`config.mk`:
```
export PLATFORM = sky130hd
export DESIGN_NAME = motor_startup_scheduler
export DESIGN_NICKNAME = d
export VERILOG_FILES = /design/src/rtl/motor_startup_scheduler_pkg.sv /design/src/rtl/motor_startup_scheduler_rr_arbiter.sv /design/src/rtl/motor_startup_scheduler.sv
export SDC_FILE = /design/constraint.sdc
export NUM_CORES = 1
export LEC_CHECK = 0
export ABC_CLOCK_PERIOD_IN_PS = 11200
export CELL_PAD_IN_SITES_DETAIL_PLACEMENT = 0
export CELL_PAD_IN_SITES_GLOBAL_PLACEMENT = 2
export CORE_ASPECT_RATIO = 1.25
export CORE_MARGIN = 4
export CORE_UTILIZATION = 38
export DETAILED_ROUTE_END_ITERATION = 16
export PLACE_DENSITY_LB_ADDON = 0.1
export SLEW_MARGIN = 15
export SYNTH_ARGS = -nofsm -noshare
export SYNTH_HDL_FRONTEND = slang
export SYNTH_SLANG_ARGS = --single-unit
```
`constraint.sdc`:
```
create_clock -name clk -period 11.2 [get_ports clk]
set_input_delay 1.12 -clock clk [delete_from_list [all_inputs] [get_ports clk]]
set_output_delay 1.12 -clock clk [all_outputs]
set_load 0.01 [all_outputs]
```
`src/rtl/motor_startup_scheduler_pkg.sv`:
```
// Shared types for the motor startup scheduler: per-motor state encodings
// and the width helper used to size indices, timers and counters.
package motor_startup_scheduler_pkg;

   typedef enum logic [2:0] {
      ST_IDLE    = 3'd0,
      ST_WAIT    = 3'd1,
      ST_START   = 3'd2,
      ST_RUN     = 3'd3,
      ST_FRST    = 3'd4,
      ST_BACKOFF = 3'd5,
      ST_DEAD    = 3'd6
   } motor_state_e;

   // Bits needed to hold 0..v-1, never less than one.
   function automatic int log2c(input int v);
      return (v <= 2) ? 1 : $clog2(v);
   endfunction

endpackage

```
`src/rtl/motor_startup_scheduler_rr_arbiter.sv`:
```
// Combinational round-robin arbiter for the startup slot.
// Ports: req (per motor), ptr (search start) -> gnt (one-hot), gnt_idx, gnt_vld.
module rr_arbiter #(
   parameter int N    = 5,
   parameter int IDXW = 3
) (
   input  logic [N-1:0]    req,
   input  logic [IDXW-1:0] ptr,
   output logic [N-1:0]    gnt,
   output logic [IDXW-1:0] gnt_idx,
   output logic            gnt_vld
);

   logic [IDXW-1:0] j;

   always_comb begin
      gnt     = '0;
      gnt_idx = '0;
      gnt_vld = 1'b0;
      j       = ptr;
      for (int k = 0; k < N; k++) begin
         if (!gnt_vld && req[j]) begin
            gnt_vld = 1'b1;
            gnt[j]  = 1'b1;
            gnt_idx = j;
         end
         j = (j == IDXW'(N - 1)) ? '0 : j + IDXW'(1);
      end
   end

endmodule

```
`src/rtl/motor_startup_scheduler.sv`:
```
// Staggers BLDC driver startups through one shared slot, retries faulted
// drivers after a backoff and latches motors that keep faulting.
// Ports: clk, rst_n, global_en, clear_faults, cmd_duty, drv_fault in;
//        drv_en, drv_duty, motor_dead, slot_busy, slot_owner out (all registered).
module motor_startup_scheduler
   import motor_startup_scheduler_pkg::*;
#(
   parameter int NUM_MOTORS           = 5,
   parameter int DUTY_CYCLE_WIDTH     = 10,
   parameter int MIN_DUTY_CYCLE       = 0,
   parameter int STARTUP_HOLD_CYCLES  = 16384,
   parameter int RETRY_BACKOFF_CYCLES = 65536,
   parameter int FAULT_RETRY_MAX      = 3
) (
   input  logic                                   clk,
   input  logic                                   rst_n,
   input  logic                                   global_en,
   input  logic                                   clear_faults,
   input  logic [NUM_MOTORS*DUTY_CYCLE_WIDTH-1:0] cmd_duty,
   input  logic [NUM_MOTORS-1:0]                  drv_fault,
   output logic [NUM_MOTORS-1:0]                  drv_en,
   output logic [NUM_MOTORS*DUTY_CYCLE_WIDTH-1:0] drv_duty,
   output logic [NUM_MOTORS-1:0]                  motor_dead,
   output logic                                   slot_busy,
   output logic [log2c(NUM_MOTORS)-1:0]           slot_owner
);

   localparam int W  = DUTY_CYCLE_WIDTH;
   localparam int IW = log2c(NUM_MOTORS);
   localparam int TW = log2c(STARTUP_HOLD_CYCLES);
   localparam int BW = log2c(RETRY_BACKOFF_CYCLES);
   localparam int RW = log2c(FAULT_RETRY_MAX + 1);

   logic [NUM_MOTORS-1:0] req, gnt, starting_d;
   logic [IW-1:0]         gnt_idx;
   logic                  gnt_vld;

   logic          slot_busy_q, slot_busy_d;
   logic [IW-1:0] slot_owner_q, slot_owner_d;
   logic [IW-1:0] ptr_q, ptr_d;
   logic [TW-1:0] slot_tmr_q, slot_tmr_d;

   rr_arbiter #(
      .N    (NUM_MOTORS),
      .IDXW (IW)
   ) u_arb (
      .req     (req),
      .ptr     (ptr_q),
      .gnt     (gnt),
      .gnt_idx (gnt_idx),
      .gnt_vld (gnt_vld)
   );

   // Slot stays held only while its owner remains in STARTING; any other
   // exit (timeout, cancel, fault, disable) frees it at the same edge.
   always_comb begin
      slot_busy_d  = slot_busy_q ? starting_d[slot_owner_q] : gnt_vld;
      slot_owner_d = gnt_vld ? gnt_idx : slot_owner_q;
      slot_tmr_d   = slot_tmr_q;
      ptr_d        = ptr_q;
      if (gnt_vld) begin
         slot_tmr_d = TW'(STARTUP_HOLD_CYCLES - 1);
         ptr_d      = (gnt_idx == IW'(NUM_MOTORS - 1)) ? '0 : gnt_idx + IW'(1);
      end else if (slot_busy_q && slot_tmr_q != '0) begin
         slot_tmr_d = slot_tmr_q - TW'(1);
      end
   end

   always_ff @(posedge clk or negedge rst_n) begin
      if (!rst_n) begin
         slot_busy_q  <= 1'b0;
         slot_owner_q <= '0;
         ptr_q        <= '0;
         slot_tmr_q   <= '0;
      end else begin
         slot_busy_q  <= slot_busy_d;
         slot_owner_q <= slot_owner_d;
         ptr_q        <= ptr_d;
         slot_tmr_q   <= slot_tmr_d;
      end
   end

   assign slot_busy  = slot_busy_q;
   assign slot_owner = slot_owner_q;

   for (genvar i = 0; i < NUM_MOTORS; i++) begin : g_motor
      motor_state_e  state_q, state_d;
      logic [RW-1:0] retry_q, retry_d, retry_inc;
      logic [BW-1:0] bo_q, bo_d;
      logic [W-1:0]  cmd, duty_q, duty_d;
      logic          cmd_on, en_q, en_d, dead_q, dead_d;

      assign cmd       = cmd_duty[i*W +: W];
      assign cmd_on    = cmd > W'(MIN_DUTY_CYCLE);
      assign retry_inc = (retry_q == '1) ? retry_q : retry_q + RW'(1);

      // Only a waiter that will stay put this cycle may win the slot.
      assign req[i] = !slot_busy_q && global_en && cmd_on &&
                      !drv_fault[i] && (state_q == ST_WAIT);

      always_comb begin
         state_d = state_q;
         retry_d = clear_faults ? '0 : retry_q;
         bo_d    = bo_q;
         if (state_q == ST_DEAD) begin
            if (clear_faults) state_d = ST_IDLE;
         end else if (!global_en) begin
            state_d = ST_IDLE;
         end else begin
            unique case (state_q)
               ST_IDLE: if (cmd_on) state_d = ST_WAIT;
               ST_WAIT: begin
                  if (drv_fault[i])  state_d = ST_FRST;
                  else if (!cmd_on)  state_d = ST_IDLE;
                  else if (gnt[i])   state_d = ST_START;
               end
               ST_START: begin
                  if (drv_fault[i])             state_d = ST_FRST;
                  else if (!cmd_on)             state_d = ST_IDLE;
                  else if (slot_tmr_q == '0)    state_d = ST_RUN;
               end
               ST_RUN: begin
                  if (drv_fault[i])  state_d = ST_FRST;
                  else if (!cmd_on)  state_d = ST_IDLE;
               end
               ST_FRST: begin
                  if (!clear_faults) retry_d = retry_inc;
                  if (!clear_faults && retry_inc == RW'(FAULT_RETRY_MAX)) begin
                     state_d = ST_DEAD;
                  end else begin
                     state_d = ST_BACKOFF;
                     bo_d    = BW'(RETRY_BACKOFF_CYCLES - 1);
                  end
               end
               ST_BACKOFF: begin
                  if (bo_q == '0) state_d = ST_IDLE;
                  else            bo_d    = bo_q - BW'(1);
               end
               default: state_d = ST_IDLE;
            endcase
         end
         en_d   = state_d inside {ST_WAIT, ST_START, ST_RUN};
         duty_d = (state_d inside {ST_START, ST_RUN}) ? cmd : '0;
         dead_d = (state_d == ST_DEAD);
      end

      always_ff @(posedge clk or negedge rst_n) begin
         if (!rst_n) begin
            state_q <= ST_IDLE;
            retry_q <= '0;
            bo_q    <= '0;
            en_q    <= 1'b0;
            duty_q  <= '0;
            dead_q  <= 1'b0;
         end else begin
            state_q <= state_d;
            retry_q <= retry_d;
            bo_q    <= bo_d;
            en_q    <= en_d;
            duty_q  <= duty_d;
            dead_q  <= dead_d;
         end
      end

      assign starting_d[i]       = (state_d == ST_START);
      assign drv_en[i]           = en_q;
      assign drv_duty[i*W +: W]  = duty_q;
      assign motor_dead[i]       = dead_q;
   end

endmodule

```
Yosys cells after proc, flatten, opt, wreduce, memory -nomap -nowiden
Cells that the tools add are included.
Word-level totals
  flip-flop bits (word level): 186
  input port bits: 59
  output and inout bits: 64
  word-level logic and storage cells: 395
Operators by class
  add/subtract/negate cells: 16
  magnitude comparators: 16
  eq/ne operators: 75
  muxes and demuxes: 170
  bitwise logic cells: 9
  reduce and logical (&&, ||, !) cells: 75
Operator list (number)
  $mux 3: 75
  $mux 16: 10
  $pmux 16 s2: 5
  $pmux 3 s6: 5
  $logic_not 16->1: 5
  $sub 16x1->16 const B: 5
  $eq 3x3->1 const B: 25
  $mux 2: 35
  $eq 3x2->1 const B: 20
  $gt 10x1->1 const B: 5
  $mux 10: 5
  $logic_and 1x1->1: 31
  $eq 3x1->1 const B: 10
  $mux 14: 2
  $mux 5: 5
  $reduce_and 5->1: 5
  $lt 3x4->1 const B: 6
  $reduce_bool 2->1: 11
  $eq 2x2->1 const B: 10
  $ne 2x2->1 const B: 10
  $or 5x5->5: 4
  $bmux 1 s3: 6
  $mux 1: 17
  $add 3x1->3 const B: 5
  10 further kinds: 44

Longest topological paths before layout
  depth after elaboration: 30
  mapped depth: 26
  mapped depth without buffers: 23

By module
A second synthesis with hierarchy kept.
Second synthesis, totals
  cell total of the unflattened synthesis: 1095
  area, all modules: 10262.3 um^2
Modules (own cells, without submodules)
  motor_startup_scheduler: instances 1, cells an instance 920, area each 9052.4 um^2, seq. area each 4654.5 um^2
  rr_arbiter: instances 1, cells an instance 175, area each 1209.9 um^2, seq. area each 0.0 um^2

Worst setup path before layout
No wires, ideal clock.
  kind: register to register
  start point: reg ptr_q[0]
  end point: reg ptr_q[2]
  arrival: 4.548 ns
  required time: 11.075 ns
  path slack: 6.527 ns
  stages on the path, launching flop included: 24
  clock period less this slack: 4.673 ns
  path through: dfrtp_1 -> inv_1 -> ha_1 -> nand2_1 -> ha_1 -> o21ai_0 -> a22o_1 -> buf_4 -> inv_2 -> buf_2 -> ha_1 -> clkbuf_1 -> a2bb2oi_1 -> and3_1 -> mux2_1 -> o31ai_2 -> and3_1 -> nand2_1 -> and3_1 -> inv_1 -> ha_1 -> nor2_1 -> mux2_1 -> mux2_2
On the way
  longest elaborated chain between the ends: 17
Ends and longest elaborated chain
  start: declaration: line motor_startup_scheduler.sv:40  | logic [IW-1:0] ptr_q, ptr_d;
  start signal: assignment: line motor_startup_scheduler.sv:78  | ptr_q <= ptr_d;
  parallel branches: the longest is 14 deep, another holds $add 3x1->3
  $mux 3 (*): line motor_startup_scheduler_rr_arbiter.sv:22  | if (!gnt_vld && req[j]) begin
  named net gnt_idx[1]: line motor_startup_scheduler.sv:35  | logic [IW-1:0] gnt_idx;
  $add 3x1->3 or $eq 3x3->1 (tied branches): line motor_startup_scheduler.sv:63  | ptr_d = (gnt_idx == IW'(NUM_MOTORS - 1)) ? '0 : gnt_idx + IW'(1);
  $mux 3 (*): line motor_startup_scheduler.sv:63
Mark *: on every way through the listed nets, which the timed path passes. The select of a mux whose other input is x is not followed.
A chain may end at the register's enable or synchronous reset.

Worst setup path in the final report
  start point: reg ptr_q[0]
  end point: reg g_motor[2].duty_q[2]
On the way
  longest elaborated chain between the ends: 24
Ends and longest elaborated chain
  parallel branches: the longest is 14 deep, another holds $lt 3x4->1
  $mux 5 (*): line motor_startup_scheduler_rr_arbiter.sv:22
  $mux 3 (*): line motor_startup_scheduler.sv:115  | else if (gnt[i]) state_d = ST_START;
  $mux 3 (*): line motor_startup_scheduler.sv:114  | else if (!cmd_on) state_d = ST_IDLE;
  $mux 3 (*): line motor_startup_scheduler.sv:113  | if (drv_fault[i]) state_d = ST_FRST;
  $pmux 3 s6 (*): line motor_startup_scheduler.sv:110  | unique case (state_q)
  $mux 3 (*): line motor_startup_scheduler.sv:107  | end else if (!global_en) begin
  $mux 3 (*): line motor_startup_scheduler.sv:105  | if (state_q == ST_DEAD) begin
  $eq 3x2->1: line motor_startup_scheduler.sv:143  | duty_d = (state_d inside {ST_START, ST_RUN}) ? cmd : '0;
  $reduce_bool 2->1 (*): line motor_startup_scheduler.sv:143
  $mux 10 (*): line motor_startup_scheduler.sv:143
  named net g_motor[2].duty_d[2]: line motor_startup_scheduler.sv:90  | logic [W-1:0] cmd, duty_q, duty_d;
  end signal: assignment: line motor_startup_scheduler.sv:160  | duty_q <= duty_d;
  end: declaration: line motor_startup_scheduler.sv:90
Marks and branches as above.

==> results.sh <==
export IMPL_status="finished, final reports clean"
export IMPL_dieArea_sq_mm=0.0289
export IMPL_ys_seq_area_frac=0.467
export IMPL_end_kind="register"
export IMPL_cp_max_fo=17
export IMPL_drt_wl_total_mm=25.6
export IMPL_dp_slack_ns=5.49
export IMPL_power_frac_clock=0.206
export IMPL_maxSlewViolCount=0
export IMPL_pwr_share_comb=0.440
export IMPL_reg2reg_depth=18
export IMPL_core_sq_mm=0.0259
export IMPL_post_cts_resized=0
export IMPL_grt_pass1_wl_mm=43.5
export IMPL_crit_buf_inv=2
export IMPL_clockBufferDepth=2
export IMPL_wl_per_cell_microns=16.7
export IMPL_slowest_stage="a221oi_1"
export IMPL_vias_per_cell=5.38
export IMPL_antenna_found_initial=0
export IMPL_drive_gt1_frac=0.0611
export IMPL_ys_ff_latch=186
export IMPL_dieWidth_microns=153
export IMPL_routabilityCongestion=0.942
export IMPL_crit_path_frequent_cell="ha_1"
export IMPL_syn_nets=1156
export IMPL_peakVddDrop_mv=0.170
export IMPL_routed_via_count=8255
export IMPL_switching_share=0.428
export IMPL_p_per_area_mw_per_mm2=228
export IMPL_finalSetupViolCount=0
export IMPL_drv_cap=0
export IMPL_grtUsageTotal=0.183
export IMPL_fin_ws_ns=5.37
export IMPL_place_area_sq_mm=0.0114
export IMPL_clk_latency_ns=0.44
export IMPL_drt_first_iter_violations=435
export IMPL_critPathLaunch="ptr_q[0]"
export IMPL_fin_skew_ns=0.0121
export IMPL_cts_root_buf="clkbuf_16"
export IMPL_crit_chain="inv_1 -> ha_1 -> nand2_1 -> ha_1 -> o21ai_0 -> a22o_1 -> inv_2 -> ha_1 -> nor2_1 -> a21oi_1 -> o21ai_0 -> nand2_1 -> o21ai_1 -> a32o_1 -> mux2i_1 -> a21bo_1 -> a221oi_1 -> and2_1"
export IMPL_cts_sink_count=186
export IMPL_reg2reg_from="ptr_q[0]"
export IMPL_hp_class="register to register"
export IMPL_rsz0062_at_grt="false"
export IMPL_cp_num_cells=18
export IMPL_postSynth_asyncResetShare=1.00
export IMPL_cts_clk_slew_worst_paths_ns=0.08
export IMPL_worstPathArrival_ns=6.20
export IMPL_period_share=0.521
export IMPL_crit_path_end="g_motor[2].duty_q[2]"
export IMPL_tns_ns=0
export IMPL_hold_viol_final=0
export IMPL_diodes=0
export IMPL_slew_headroom=0.287
export IMPL_crit_path_max_incr_delay_ns=0.83
export IMPL_drt_pass1_iterations=5
export IMPL_seqPwrFrac=0.354
export IMPL_postCtsSetupBuffers=0
export IMPL_route_detailed_drc=0
export IMPL_synthFlopType="dfrtp_1"
export IMPL_cts_hold_fix_buffers=0
export IMPL_r2r_end="g_motor[2].duty_q[2]"
export IMPL_areaGrowthSynthToFinish_pct=19.8
export IMPL_synth_cell_type_count=89
export IMPL_required_ns=11.57
export IMPL_grt_overflow=0
export IMPL_syn_inst=1083
export IMPL_postRouteAntennaNets=0
export IMPL_internal_power_w=0.00156
export IMPL_portBuffers=122
export IMPL_postLayoutCellArea_sq_mm=0.0119
export IMPL_h_tree_depth=4
export IMPL_grt_pass1_vias=8422
export IMPL_synth_edff_count=0
export IMPL_synth_area_sq_mm=0.00996
export IMPL_clock_fmax_ghz=0.171
export IMPL_start_util=0.384
export IMPL_postSynthAreaPerCell_sq_um=9.20
export IMPL_hold_ws_ns=0.474
export IMPL_io_pins=123
export IMPL_die_y_microns=189
export IMPL_cts_tree="built"
export IMPL_p_total_w=0.00272
export IMPL_yosys_warnings=0
export IMPL_critPathTopFamily="compound AO/OA/AOI/OAI gates"
export IMPL_num_rows=66
export IMPL_tightest_slew_ns=1.06
export IMPL_r2r_slack_ns=5.37
export IMPL_p_leak_nw=4.60
export IMPL_dpl_hpwl_mm=18.4
export IMPL_start_kind="register"
export IMPL_grt_start_max_net_pins=117
export IMPL_cts_buffers=17
export IMPL_fin_crit_ns=5.83
export IMPL_critPathKind="register to register"
export IMPL_final_nets=1254
export IMPL_p_switching_w=0.00116
cell usage in the layout (no fill, tap or decap), types with 34 or more instances in the layout:
cell type	n
nand3_1	66
o21ai_0	53
a21oi_1	41
nor2_1	87
nor4_1	34
and2_1	44
clkdlybuf4s50_1	121
dfrtp_1	186
nor3_1	34
nand2_1	137
registers in the layout, indices dropped and copies added (netlist names):
| name | flops |
|---|---|
| g_motor.bo_q | 80 |
| g_motor.dead_q | 5 |
| g_motor.duty_q | 50 |
| g_motor.en_q | 5 |
| g_motor.retry_q | 10 |
| g_motor.state_q | 15 |
| ptr_q | 3 |
| slot_busy | 1 |
| slot_owner | 3 |
| slot_tmr_q | 14 |
through the flow:
| step | std cells | utilization |
|---|---|---|
| after floorplan | 1083 | - |
| after global placement | 1502 | 0.440 |
| after detailed placement | 1502 | 0.440 |
| after CTS | 1534 | 0.460 |
| after global routing | 1534 | 0.460 |
| final | 1534 | 0.460 |
cell families after synthesis:
logic type,count (synthesis),synth area share
simple gates,547,0.287
compound gates,198,0.140
flops,186,0.467
buf+inv,81,0.0365
xor+xnor,47,0.0413
fa+ha+maj,14,0.0176
mux,10,0.0107
area by class of cell:
type | count | area (sq um)
inverters | 34 | 128
fillers | 2508 | 14000
well taps | 340 | 425
clock buffers | 18 | 429
repair buffers | 126 | 1250
flip-flops and latches | 186 | 4650
clock inverters | 14 | 97.6
multi-input cells | 816 | 4950
how the worst min path moves through the flow:
stage / cells after the start / end / slack (ns) / start
6_report: 1 / g_motor[3].bo_q[0] / 0.47 / g_motor[3].bo_q[0]
5_1_grt: 1 / g_motor[3].bo_q[0] / 0.50 / g_motor[3].bo_q[0]
4_1_cts: 1 / g_motor[3].bo_q[0] / 0.48 / g_motor[3].bo_q[0]
3_5_place_dp: 1 / g_motor[3].bo_q[0] / 0.47 / g_motor[3].bo_q[0]
3_3_place_gp: 1 / g_motor[3].bo_q[0] / 0.46 / g_motor[3].bo_q[0]
2_1_floorplan: 1 / g_motor[3].bo_q[0] / 0.45 / g_motor[3].bo_q[0]
synthesized netlist by cell type, types with 5 or more instances:
library cell,instances,area [sq um]
and3_1,26,163
o31ai_1,9,67.6
nor3b_1,6,45.0
ha_1,14,175
mux2i_1,5,50.1
or2_2,7,43.8
o21ai_0,53,265
and2_1,44,275
nor4_1,34,213
buf_2,9,45.0
dfrtp_1,186,4650
nand3b_1,8,60.1
nand2_1,137,514
clkbuf_1,25,93.8
a31oi_1,7,43.8
o211ai_1,8,60.1
o21ai_1,8,40.0
buf_4,11,82.6
nand3_1,66,330
or3_1,22,138
nor2b_1,15,93.8
inv_1,33,124
nor3_1,34,170
or4_1,10,75.1
a21oi_1,41,205
nand2b_1,14,87.6
xnor2_1,33,289
nor2_1,87,327
xor2_1,14,123
nand4_1,9,56.3
nor4b_1,6,52.6
power groups by stage:
stage / Clock [W] / Combinational [W] / Sequential [W]
floorplan: 0 / 0.000909 / 0.000924
global route: 0.000608 / 0.00133 / 0.000990
global placement: 0 / 0.00121 / 0.000975
finish: 0.000560 / 0.00120 / 0.000965
detailed placement: 0 / 0.00119 / 0.000974
CTS: 0.000580 / 0.00120 / 0.000963
routing by layer:
layer  vias to the layer above  global-route usage  share of wire
met5                         -                   0              0
met4                         0              0.0614          0.021
met3                        33              0.0402          0.043
met2                       181               0.313           0.50
met1                      3958               0.231           0.44
li1                       4083                   -              -
Power figures use the tool's default switching activity.
